$ cat config.mk
export PLATFORM = sky130hd
export DESIGN_NAME = div_issue_arbiter
export DESIGN_NICKNAME = d
export VERILOG_FILES = /design/src/rtl/div_issue_arbiter.sv
export SDC_FILE = /design/constraint.sdc
export NUM_CORES = 1
export LEC_CHECK = 0
export ABC_AREA = 1
export BUFFER_PORTS_ARGS = -buffer_cell sky130_fd_sc_hd__clkbuf_2
export CAP_MARGIN = 0
export CORE_AREA = 2 2 75 77
export DETAILED_ROUTE_END_ITERATION = 10
export DIE_AREA = 0 0 77 79
export PLACE_DENSITY = 0.72
export SLEW_MARGIN = 0
export SYNTH_ARGS = -nofsm -noshare
export SYNTH_HDL_FRONTEND = slang
export SYNTH_SLANG_ARGS = --single-unit
export TNS_END_PERCENT = 50
$ cat constraint.sdc
create_clock -name clk -period 2.5 [get_ports clk]
set_input_delay 0.5 -clock clk [delete_from_list [all_inputs] [get_ports clk]]
set_output_delay 0.5 -clock clk [all_outputs]
set_load 0.02 [all_outputs]
$ cat src/rtl/div_issue_arbiter.sv
// Round-robin issue of NUM_REQ requesters into one shared LAT-stage divider; results routed back by tag.
// Issue is combinational, result LAT cycles later; a non-ready result owner stalls the whole pipe via div_busy.
module div_issue_arbiter #(
    parameter int NUM_REQ = 4,
    parameter int N       = 8,
    parameter int M       = 4,
    parameter int LAT     = 5,
    parameter int TAG_W   = $clog2(NUM_REQ)
) (
    input  logic                       clk,
    input  logic                       rst_n,
    input  logic [NUM_REQ-1:0]         req_valid,
    output logic [NUM_REQ-1:0]         req_ready,
    input  logic [NUM_REQ*N-1:0]       req_dividend,
    input  logic [NUM_REQ*M-1:0]       req_divisor,
    output logic                       div_en,
    output logic                       div_busy,
    output logic [N-1:0]               div_dividend,
    output logic [M-1:0]               div_divisor,
    output logic [TAG_W-1:0]           div_k,
    input  logic                       div_rdy,
    input  logic [N-M:0]               div_quotient,
    input  logic [M-1:0]               div_remainder,
    input  logic [TAG_W-1:0]           div_k_out,
    output logic [NUM_REQ-1:0]         res_valid,
    input  logic [NUM_REQ-1:0]         res_ready,
    output logic [N-M:0]               res_quotient,
    output logic [M-1:0]               res_remainder,
    output logic                       res_dz,
    output logic [$clog2(LAT+1)-1:0]   inflight,
    output logic                       idle
);
    localparam int CNT_W = $clog2(LAT+1);

    logic [TAG_W-1:0] rr_ptr;
    logic [TAG_W-1:0] win;
    logic             found;
    logic             grant;
    logic [LAT-1:0]   sh_v;
    logic [LAT-1:0]   sh_dz;
    logic [TAG_W-1:0] sh_k [LAT];
    logic             out_v;
    logic [TAG_W-1:0] out_k;
    logic             retire;
    logic [CNT_W-1:0] cnt;

    // Shadow pipe is the source of truth for valid/tag; the divider supplies only data.
    assign out_v    = sh_v[LAT-1];
    assign out_k    = sh_k[LAT-1];
    assign div_busy = out_v && !res_ready[out_k];
    assign retire   = out_v && !div_busy;

    assign res_valid     = out_v ? (NUM_REQ'(1) << out_k) : '0;
    assign res_quotient  = div_quotient;
    assign res_remainder = div_remainder;
    assign res_dz        = out_v && sh_dz[LAT-1];

    always_comb begin
        int idx;
        idx   = 0;
        win   = '0;
        found = 1'b0;
        for (int i = 0; i < NUM_REQ; i++) begin
            idx = int'(rr_ptr) + i;
            if (idx >= NUM_REQ) idx = idx - NUM_REQ;
            if (!found && req_valid[idx]) begin
                found = 1'b1;
                win   = TAG_W'(idx);
            end
        end
    end

    assign grant        = found && !div_busy;
    assign req_ready    = grant ? (NUM_REQ'(1) << win) : '0;
    assign div_en       = grant;
    assign div_k        = grant ? win : '0;
    assign div_dividend = grant ? req_dividend[win*N +: N] : '0;
    assign div_divisor  = grant ? req_divisor[win*M +: M] : '0;

    always_ff @(posedge clk or negedge rst_n) begin
        if (!rst_n) begin
            rr_ptr <= '0;
        end else if (grant) begin
            rr_ptr <= (win == TAG_W'(NUM_REQ-1)) ? '0 : win + TAG_W'(1);
        end
    end

    always_ff @(posedge clk or negedge rst_n) begin
        if (!rst_n) begin
            sh_v  <= '0;
            sh_dz <= '0;
            for (int i = 0; i < LAT; i++) sh_k[i] <= '0;
        end else if (!div_busy) begin
            sh_v    <= {sh_v[LAT-2:0], div_en};
            sh_dz   <= {sh_dz[LAT-2:0], (div_divisor == '0)};
            sh_k[0] <= div_k;
            for (int i = 1; i < LAT; i++) sh_k[i] <= sh_k[i-1];
        end
    end

    // Issue and retire in the same cycle cancel out.
    always_ff @(posedge clk or negedge rst_n) begin
        if (!rst_n) begin
            cnt <= '0;
        end else if (div_en && !retire) begin
            cnt <= cnt + CNT_W'(1);
        end else if (!div_en && retire) begin
            cnt <= cnt - CNT_W'(1);
        end
    end

    assign inflight = cnt;
    assign idle     = (cnt == '0) && !(|req_valid);

endmodule

# == Word level (Yosys, flattened, before mapping) ==
# Cells that the tools add are included.
# classes
n_addsub,10
magnitude_cmp,9
eq_ne,1
n_shift,4
muxes,34
reduce_logical,22
# op_table
cell,count
< comparator 32 x 4 -> 1 bit (second input constant),4
2-to-1 mux 32 bit,4
indexed part select 32 x 6 -> 8 bit,1
indexed part select 16 x 5 -> 4 bit,1
2-to-1 mux 1 bit,13
2-to-1 mux 2 bit,6
2-to-1 mux 4 bit,3
subtractor 3 x 3 -> 4 bit (second input constant),3
binary-select mux 1 bit (select 2 bit),5
logical AND 1 bit,10
greater-or-equal comparator 3 bit (second input constant),3
logical NOT 1 bit,8
2-to-1 mux 8 bit,1
left shift 1 x 2 -> 4 bit (first input constant),2
adder 2 x 2 -> 3 bit (second input constant),2
2-to-1 mux 3 bit,2
logical NOT 4 bit,1
OR reduction 4 bit,1
subtractor 2 x 3 -> 4 bit (second input constant),1
adder 2 x 1 -> 3 bit (second input constant),1
adder 3 x 1 -> 3 bit (second input constant),1
greater-or-equal comparator 2 x 3 -> 1 bit (second input constant),1
logical NOT 3 bit,1
< comparator 2 x 3 -> 1 bit (second input constant),1
4 further kinds,4
# word_totals
ff_bits,25
input_bits,70
out_inout_bits,38
wordCells,89

# == Logic depth before layout (Yosys ltp) ==
# Gate-level depths: netlist (run 1).
# logic_depth
ltp_word,20
ltp_mapped,17
ltp_nobuf,17

# == Worst setup path after synthesis (run 1) ==
# No wires, ideal clock.
# synth_path
kind,in2out
startpoint,input req_valid[3]
endpoint,output div_dividend[6]
t_arrival_ns,1.919
t_required_ns,2.000
path_slack_ns,0.081
stages,13
n_path_buf,1
path_cell_list,inv_1 -> nand2_2 -> nand3_1 -> nand2_2 -> nand2_4 -> nand2_4 -> nand2_4 -> nand3_4 -> inv_4 -> buf_6 -> o21ai_2 -> o21bai_1 -> a21oi_1
# synth_between
elab_chain_cells,15
word_cells_on_any_way,29
cone_classes,shift (1); mux (21); reduce/logical (7)
# synth_lines
element,line_no,text
"start, declared",12,"input logic [NUM_REQ-1:0] req_valid,"
binary-select mux 1 bit (select 2 bit),66,if (!found && req_valid[idx]) begin
2-to-1 mux 1 bit (implied by the code) (2 in series),66,
2-to-1 mux 1 bit,66,
logical NOT 1 bit,66,
logical AND 1 bit,66,
2-to-1 mux 1 bit,66,
logical NOT 1 bit,66,
logical AND 1 bit,66,
2-to-1 mux 1 bit,66,
logical NOT 1 bit,66,
logical AND 1 bit,66,
2-to-1 mux 2 bit / 2-to-1 mux 1 bit (equally long branches),66,
indexed part select 32 x 6 -> 8 bit / logical AND 1 bit (equally long branches),"77, 73",
2-to-1 mux 8 bit *,77,assign div_dividend = grant ? req_dividend[win*N +: N] : '0;
"end, declared",18,"output logic [N-1:0] div_dividend,"
# Mark *: on every way between the ends. The rest lies on a longest branch, timed or not. The select of a mux whose other input is x is not followed.

# == Worst setup path after layout (run 1) ==
# layout_path
startpoint,register rr_ptr[0]
endpoint,output div_dividend[1]
# layout_between
elab_chain_cells,17
word_cells_on_any_way,44
cone_classes,add/sub (7); order compare (4); shift (1); mux (25); reduce/logical (7)
# layout_lines
element,line_no,text
"start, declared",35,logic [TAG_W-1:0] rr_ptr;
"start signal, assigned",84,rr_ptr <= (win == TAG_W'(NUM_REQ-1)) ? '0 : win + TAG_W'(1);
"parallel branches: the longest is 16 deep, another holds subtractor 3 x 3 -> 4 bit",-,
2-to-1 mux 8 bit *,77,
# Mark *: on every way between the ends. The select of a mux whose other input is x is not followed.

==> impl_metrics.toml, run 1 <==
[cells_and_area]
multiInputGateArea_um2 = 1271
drive_gt1_frac = 0.4455
final_nets = 498
final_common_cell = "nand2_1"
fillers = 507
n_antenna_cell = 0
area_delta_synth_final_pct = 50.89
layout_common_cells = "nand2_1 (80), clkbuf_2 (70), buf_4 (41), inv_1 (33), nor2_1 (25)"
seq_area_um2 = 626.9
design_area_um2 = 3072

[clock_network]
cts_tree = "built"
ctsLongestPathBuffers = 2
numCtsBuffers = 3
clock_latency_ns = 0.27
htree_levels = 1
ctsHoldBuffers = 0
cts_sinks = 25
clk_pin_slew_ns = 0.09
root_buffer = "clkbuf_8"

[sta]
layout_min_cycle_time_ns = 2.828
slew_headroom = 0.5787
fmax_ghz = 0.3536
fin_ws_ns = -0.3284
setup_violations = 18
slew_violations = 0
grt_setup_unrepaired = "true"
finalHoldViolCount = 0
hold_ws_ns = 0.2246
skew_ns = 0.006538
worst_pin_slew_ns = 0.6319
fin_crit_sh = 1.131

[worst_setup_path]
crit_end = "div_dividend[1]"
reg2reg_setup_slack_ns = 0.20
startpoint = "rr_ptr[0]"
r2r_cells = 18
worst_r2r_endpoint = "sh_dz[0]"
crit_fanout = 5
path_class = "reg -> out"
critPathLaunchType = "flop"
arrival_ns = 2.33
end_kind = "output pin"
critPathRequiredTime_ns = 2.00
reg2reg_from = "rr_ptr[0]"

[floorplan]
fp.dieH_um = 79
die_area_um2 = 6083
pin_count = 108
coreArea_um2 = 5338
fp.dieW_um = 77
num_rows = 27
initial_core_util = 0.3814

[logic_synthesis]
netlist_area_um2 = 2036
synth_cells = 308
synth_fp_nets = 383
ys_warn_count = 0
ys_types = 29
yosys_register_bits = 25
async_flop_share = 1.000
ys_seq_area_frac = 0.3073
synthFlopType = "dfrtp_1"
synth_edf_count = 0
avgSynthCellArea_um2 = 6.609

[route]
avgRoutedWirePerCell_um = 11.64
routed_wl_um = 5749
drt_iter0_markers = 73
dr_total_vias = 2338
drcViolationCount = 0
ant_nets = 0
first_pass_iters = 4
viasPerCell = 4.733

[global_routing]
grt_max_degree = 26
grt_pass1_wl_um = 9487
grt_pass1_vias = 2283
overflow = 0
grt_antenna_before_repair = 0
grt_usage = 0.1878

[flow_run]
drv_cap = 0

[placement]
placed_cell_area_um2 = 2655
portBuffers = 86
dp.final_hpwl_um = 4105
dp_worst_setup_slack_ns = -0.1955
place.gp.congestion = 0.8676

[hold_path]
hp-class = "in -> async"

[status]
violations = "negative setup slack"
outcome = "finished, violations left"
==> how the worst min path moves through the flow <==
stage             from           to  slack (ns)  cells past startpoint
2_1_floorplan    rst_n  inflight[0]        0.20                      0
3_3_place_gp   sh_v[3]      sh_v[4]        0.43                      2
3_5_place_dp   sh_v[3]      sh_v[4]        0.45                      2
4_1_cts          rst_n  inflight[1]        0.25                      1
5_1_grt          rst_n  inflight[1]        0.27                      1
6_report         rst_n  inflight[1]        0.22                      1
==> worst max-delay path, cell delays in order, from the launching register on <==
cell,delay [ns]
dfrtp_2,0.46
clkinvlp_4,0.18
nand2_2,0.11
nand2_2,0.06
nand2_2,0.06
nand2_2,0.07
nor2_4,0.11
nand4_1,0.12
buf_4,0.18
nand2_8,0.10
o21ai_1,0.08
o21bai_1,0.17
a21oi_2,0.18
clkbuf_8,0.17
==> state kept, by name, indices dropped and copies added, names as in the netlist <==
name      cells
sh_k          8
sh_dz         5
sh_v          5
inflight      3
out_k         2
rr_ptr        2
==> synth_stat cells (4+ instances only) <==
cell type  instances  area share
nor2_1            26       0.048
ha_1               4       0.025
a21oi_1           12       0.030
inv_1             37       0.068
nor3_1             4      0.0098
nand2_1           97        0.18
dfrtp_1           25        0.31
inv_2              5      0.0092
buf_4             10       0.037
nand2_2            7       0.022
o21ai_0           28       0.069
nand3_1            9       0.022
nand4_1            9       0.028
o21bai_1           8       0.030
==> cell families after synthesis <==
family | after synthesis | share of synthesized area
compound gates | 51 | 0.1401
fa+ha+maj | 5 | 0.03442
simple gates | 162 | 0.3608
buf+inv | 63 | 0.1487
flops | 25 | 0.3073
xor+xnor | 2 | 0.008606
==> per-layer routing <==
metal	GRT usage	up-vias	part of all wire
met2	0.3526	114	0.49
li1	-	1191	-
met4	0.04643	0	0.013
met1	0.2264	1025	0.41
met3	0.02614	8	0.080
met5	0	-	0
==> cell type report <==
| class | count | area share |
|---|---|---|
| multi-input combinational | 222 | 0.4138 |
| timing repair buffer | 127 | 0.2762 |
| clock inverter | 1 | 0.002444 |
| sequential | 25 | 0.2041 |
| tap | 72 | 0.02933 |
| inverter | 43 | 0.05825 |
| timing repair inverter | 1 | 0.002444 |
| clock buffer | 3 | 0.01344 |
==> timing repair <==
action                                 CTS  global route
buffers inserted                         8             3
setup endpoints to repair               17            18
endpoints found under the hold margin    0             0
pin swaps                                3            13
cloned                                   3             0
gates resized for setup                 50            46
==> stage by stage <==
stage	instances	setup TNS (ns)	utilization
floorplan	308	0	-
global placement	476	-1.047	0.4974
detailed placement	476	-2.032	0.4974
CTS	491	-3.582	0.5527
global route	494	-7.059	0.5755
finish	494	-4.389	0.5755
Power of run 1 is left out: the tool's default activity adds up to more than one toggle a clock period on the data nets, which glitch-free logic cannot reach.
==> run 2, diff against run 1 <==
MAX_ROUTING_LAYER = met4   (was not set)
==> impl_metrics.toml, run 2 (synthesized netlist as in run 1, its figures left out) <==
[worst_setup_path]
cp_top_family = "simple AND/OR/NAND/NOR gates"
critPathLaunchType = "flop"
worst_r2r_endpoint = "sh_dz[0]"
cp.buffers_inverters = 3
reg2reg_from = "rr_ptr[0]"
r2r_cells = 18
critPathSlowestCell = "dfrtp_2"
reg2reg_setup_slack_ns = 0.17
critPathRequiredTime_ns = 2.00
crit_fanout = 5
path_depth = 13
cpMostUsedCell = "nand2_2"
end_kind = "output pin"
arrival_ns = 2.34
max_stage_delay_ns = 0.46
path_class = "reg -> out"
cp_cell_sequence = "clkinvlp_4 > nand2_2 > nand2_2 > nand2_2 > nand2_2 > nor2_4 > nand4_1 > buf_4 > nand2_8 > o21ai_1 > o21bai_1 > a21oi_2 > clkbuf_8"

[sta]
fin_ws_ns = -0.3361
setup_violations = 18
grt_setup_unrepaired = "true"
finalHoldViolCount = 0
setup-tns-final_ns = -4.524
skew_ns = 0.002506
slew_violations = 0
fmax_ghz = 0.3526
slew_headroom = 0.5831
worst_pin_slew_ns = 0.6253
layout_min_cycle_time_ns = 2.836
fin_crit_sh = 1.134

[cells_and_area]
largest_register_ffs = 8
final_nets = 498
drive_gt1_frac = 0.4455
regMostFlops = "sh_k"
final_common_cell = "nand2_1"
largestRegisters = "sh_k x8, sh_dz x5, sh_v x5"
n_antenna_cell = 0
area_delta_synth_final_pct = 50.89
layout_common_cells = "nand2_1 (80), clkbuf_2 (70), buf_4 (41), inv_1 (33), nor2_1 (25)"
instances_no_fill = 494

[route]
drt_iter0_markers = 92
dr_total_vias = 2331
drcViolationCount = 0
avgRoutedWirePerCell_um = 11.78
ant_nets = 0
first_pass_iters = 4
routed_wl_um = 5820
viasPerCell = 4.719

[floorplan]
num_rows = 27
fp.dieH_um = 79
fp.dieW_um = 77
coreArea_um2 = 5338
die_area_um2 = 6083
pin_count = 108
initial_core_util = 0.3814

[status]
outcome = "finished, violations left"
violations = "negative setup slack"

[global_routing]
overflow = 0
grt_max_degree = 26
grt_pass1_vias = 2278
grt_usage = 0.1935
grt_antenna_before_repair = 0
grt_pass1_wl_um = 9501

[clock_network]
numCtsBuffers = 3
cts_sinks = 25
clock_latency_ns = 0.27
clk_pin_slew_ns = 0.09
root_buffer = "clkbuf_8"
htree_levels = 1
cts_tree = "built"
ctsLongestPathBuffers = 2

[placement]
portBuffers = 86
place.gp.congestion = 0.8817
dp.final_hpwl_um = 4105
placed_cells = 476

[flow_run]
drv_cap = 0

[hold_path]
hp-class = "in -> async"
-- run 2: final cells by class --
cell class,count,area [um2]
Multi-Input combinational cell,222,1271
Inverter,43,178.9
Clock buffer,3,41.29
Clock inverter,1,7.507
Timing Repair Buffer,127,848.3
Timing Repair inverter,1,7.507
Fill cell,507,2266
Tap cell,72,90.09
Sequential cell,25,626.9
-- run 2: how the worst max path moves through the flow --
stage                                  to  slack, ns         start
final                     div_dividend[1]      -0.34     rr_ptr[0]
after global routing      div_dividend[3]      -0.48     rr_ptr[0]
after CTS                 div_dividend[3]      -0.28     rr_ptr[0]
after detailed placement   div_divisor[2]      -0.20  req_valid[3]
after global placement     div_divisor[2]      -0.12  req_valid[1]
after floorplan           div_dividend[6]       0.08  req_valid[3]
-- run 2: layer usage --
layer	up-vias	GRT usage	share of wire
li1	1191	-	-
met1	1026	0.2314	0.43
met3	10	0.02159	0.067
met2	104	0.3518	0.49
met5	-	-	0
met4	0	0.04643	0.015
-- run 2: metrics by stage --
stage	cell area (um2)	setup slack, ns	hold slack (ns)	util
detailed placement	2655	-0.1955	0.4548	0.4974
floorplan	2036	0.08128	0.2044	-
global route	3072	-0.4806	0.2696	0.5755
finish	3072	-0.3361	0.2217	0.5755
CTS	2950	-0.2750	0.2549	0.5527
global placement	2655	-0.1151	0.4319	0.4974
-- run 2: worst reg2reg max path: stages, from the launching register on --
cell,delay [ns]
dfrtp_2,0.46
clkinvlp_4,0.18
nand2_2,0.11
nand2_2,0.06
nand2_2,0.06
nand2_2,0.07
nor2_4,0.12
nand3_1,0.12
nand3_4,0.16
nand2_8,0.10
inv_4,0.08
buf_6,0.11
nand2_1,0.08
nand2_1,0.08
nand2_2,0.06
buf_4,0.14
buf_4,0.12
nand3_1,0.08
o21bai_2,0.06
-- run 2: timing repair --
item	in CTS	in global routing
resized for setup	50	46
cloned	3	0
hold buffers	0	0
pin swaps	3	13
buffers inserted	8	3
setup endpoints to repair	17	18
Power of run 2 is left out for the same reason.
==> run 3, diff against run 2 <==
CTS_CLUSTER_DIAMETER = 60   (was not set)
RECOVER_POWER = 50   (was not set)
==> impl_metrics.toml, run 3 (synthesized netlist as in run 1, its figures left out) <==
[cells_and_area]
fillers = 507
instances_no_fill = 494
final_nets = 498
multiInputGateArea_um2 = 1271
layout_common_cells = "nand2_1 (80), clkbuf_2 (68), buf_4 (41), inv_1 (33), nor2_1 (25)"
drive_gt1_frac = 0.4408
utilization = 0.5750
largest_register_ffs = 8
regMostFlops = "sh_k"
seq_area_um2 = 626.9
largestRegisters = "sh_k x8, sh_dz x5, sh_v x5"
area_delta_synth_final_pct = 50.77
final_common_cell = "nand2_1"
n_antenna_cell = 0

[clock_network]
clk_pin_slew_ns = 0.09
ctsHoldBuffers = 0
cts_sinks = 25
root_buffer = "clkbuf_8"
ctsLongestPathBuffers = 2
htree_levels = 1
numCtsBuffers = 3
clock_latency_ns = 0.27
cts_tree = "built"

[global_routing]
grt_pass1_vias = 2278
grt_antenna_before_repair = 0
grt_pass1_wl_um = 9501
grt_max_degree = 26
overflow = 0
grt_usage = 0.1935

[route]
drt_iter0_markers = 92
avgRoutedWirePerCell_um = 11.78
routed_wl_um = 5821
drcViolationCount = 0
viasPerCell = 4.713
dr_total_vias = 2328
ant_nets = 0
first_pass_iters = 4

[worst_setup_path]
end_kind = "output pin"
cp_top_family = "simple AND/OR/NAND/NOR gates"
r2r_cells = 18
cpMostUsedCell = "nand2_2"
critPathRequiredTime_ns = 2.00
path_class = "reg -> out"
crit_fanout = 5
cp.buffers_inverters = 3
critPathLaunchType = "flop"
cp_cell_sequence = "clkinvlp_4 > nand2_2 > nand2_2 > nand2_2 > nand2_2 > nor2_4 > nand4_1 > buf_4 > nand2_8 > o21ai_1 > o21bai_1 > a21oi_2 > clkbuf_8"
max_stage_delay_ns = 0.46
critPathSlowestCell = "dfrtp_2"
path_depth = 13
reg2reg_setup_slack_ns = 0.18
arrival_ns = 2.34

[sta]
fin_ws_ns = -0.3356
grt_setup_unrepaired = "true"
fmax_ghz = 0.3527
slew_violations = 0
worst_pin_slew_ns = 1.334
skew_ns = 0.002448
finalHoldViolCount = 0
slew_headroom = 0.1109
hold_ws_ns = 0.4696
setup_violations = 18
layout_min_cycle_time_ns = 2.836
fin_crit_sh = 1.134

[floorplan]
die_area_um2 = 6083
num_rows = 27
fp.dieH_um = 79
initial_core_util = 0.3814
pin_count = 108
fp.dieW_um = 77
coreArea_um2 = 5338

[status]
violations = "negative setup slack"
outcome = "finished, violations left"

[placement]
dp.final_hpwl_um = 4105
placed_cells = 476
portBuffers = 86
place.gp.congestion = 0.8817

[hold_path]
hold_path_depth = 2
hp-class = "reg -> reg"

[flow_run]
drv_cap = 0
run 3: cell counts in the layout (fill, tap and decap cells not counted):
No cell type changed its count.
run 3: worst register-to-register path, delay by kind of cell, from the launching register on:
family	cells	cell delay (ns)
AO/OA/AOI/OAI	1	0.06
buffers and inverters	5	0.63
flip-flops	1	0.46
AND/OR/NAND/NOR	12	1.10
run 3: path summary, 6_finish.rpt:
path,start,endpoint
worst min-delay path,sh_v[3],sh_v[4]
worst max register to register,rr_ptr[0],sh_dz[0]
max in group asynchronous,rst_n,rr_ptr[0]
worst min register to register,sh_v[3],sh_v[4]
min in group asynchronous,rst_n,inflight[1]
worst max-delay path,rr_ptr[0],div_dividend[1]
run 3: routing by layer:
layer / global-route usage / vias up / wire length (um)
met4: 0.04643 / 0 / 85
met3: 0.02159 / 10 / 390
met2: 0.3518 / 102 / 2856
met5: - / - / 0
li1: - / 1191 / -
met1: 0.2314 / 1025 / 2489
run 3: what timing repair did:
item | CTS | global route
setup endpoints to repair | 17 | 18
pin swaps | 3 | 13
gates resized for setup | 50 | 46
setup buffers | 8 | 3
gates cloned | 3 | 0
run 3: layout make-up:
type / count / area share
tap: 72 / 0.02935
clock inverter: 1 / 0.002446
timing repair inverter: 1 / 0.002446
sequential: 25 / 0.2042
timing repair buffer: 127 / 0.2756
clock buffer: 3 / 0.01345
inverter: 43 / 0.05830
multi-input combinational: 222 / 0.4142
run 3: stage by stage:
stage | setup slack (ns) | instance area, um2 | setup TNS [ns]
after CTS | -0.2750 | 2950 | -3.582
after global placement | -0.1151 | 2655 | -1.047
after floorplan | 0.08128 | 2036 | 0
after global routing | -0.4806 | 3069 | -7.104
final | -0.3356 | 3069 | -4.510
after detailed placement | -0.1955 | 2655 | -2.032
Power of run 3 is left out for the same reason.
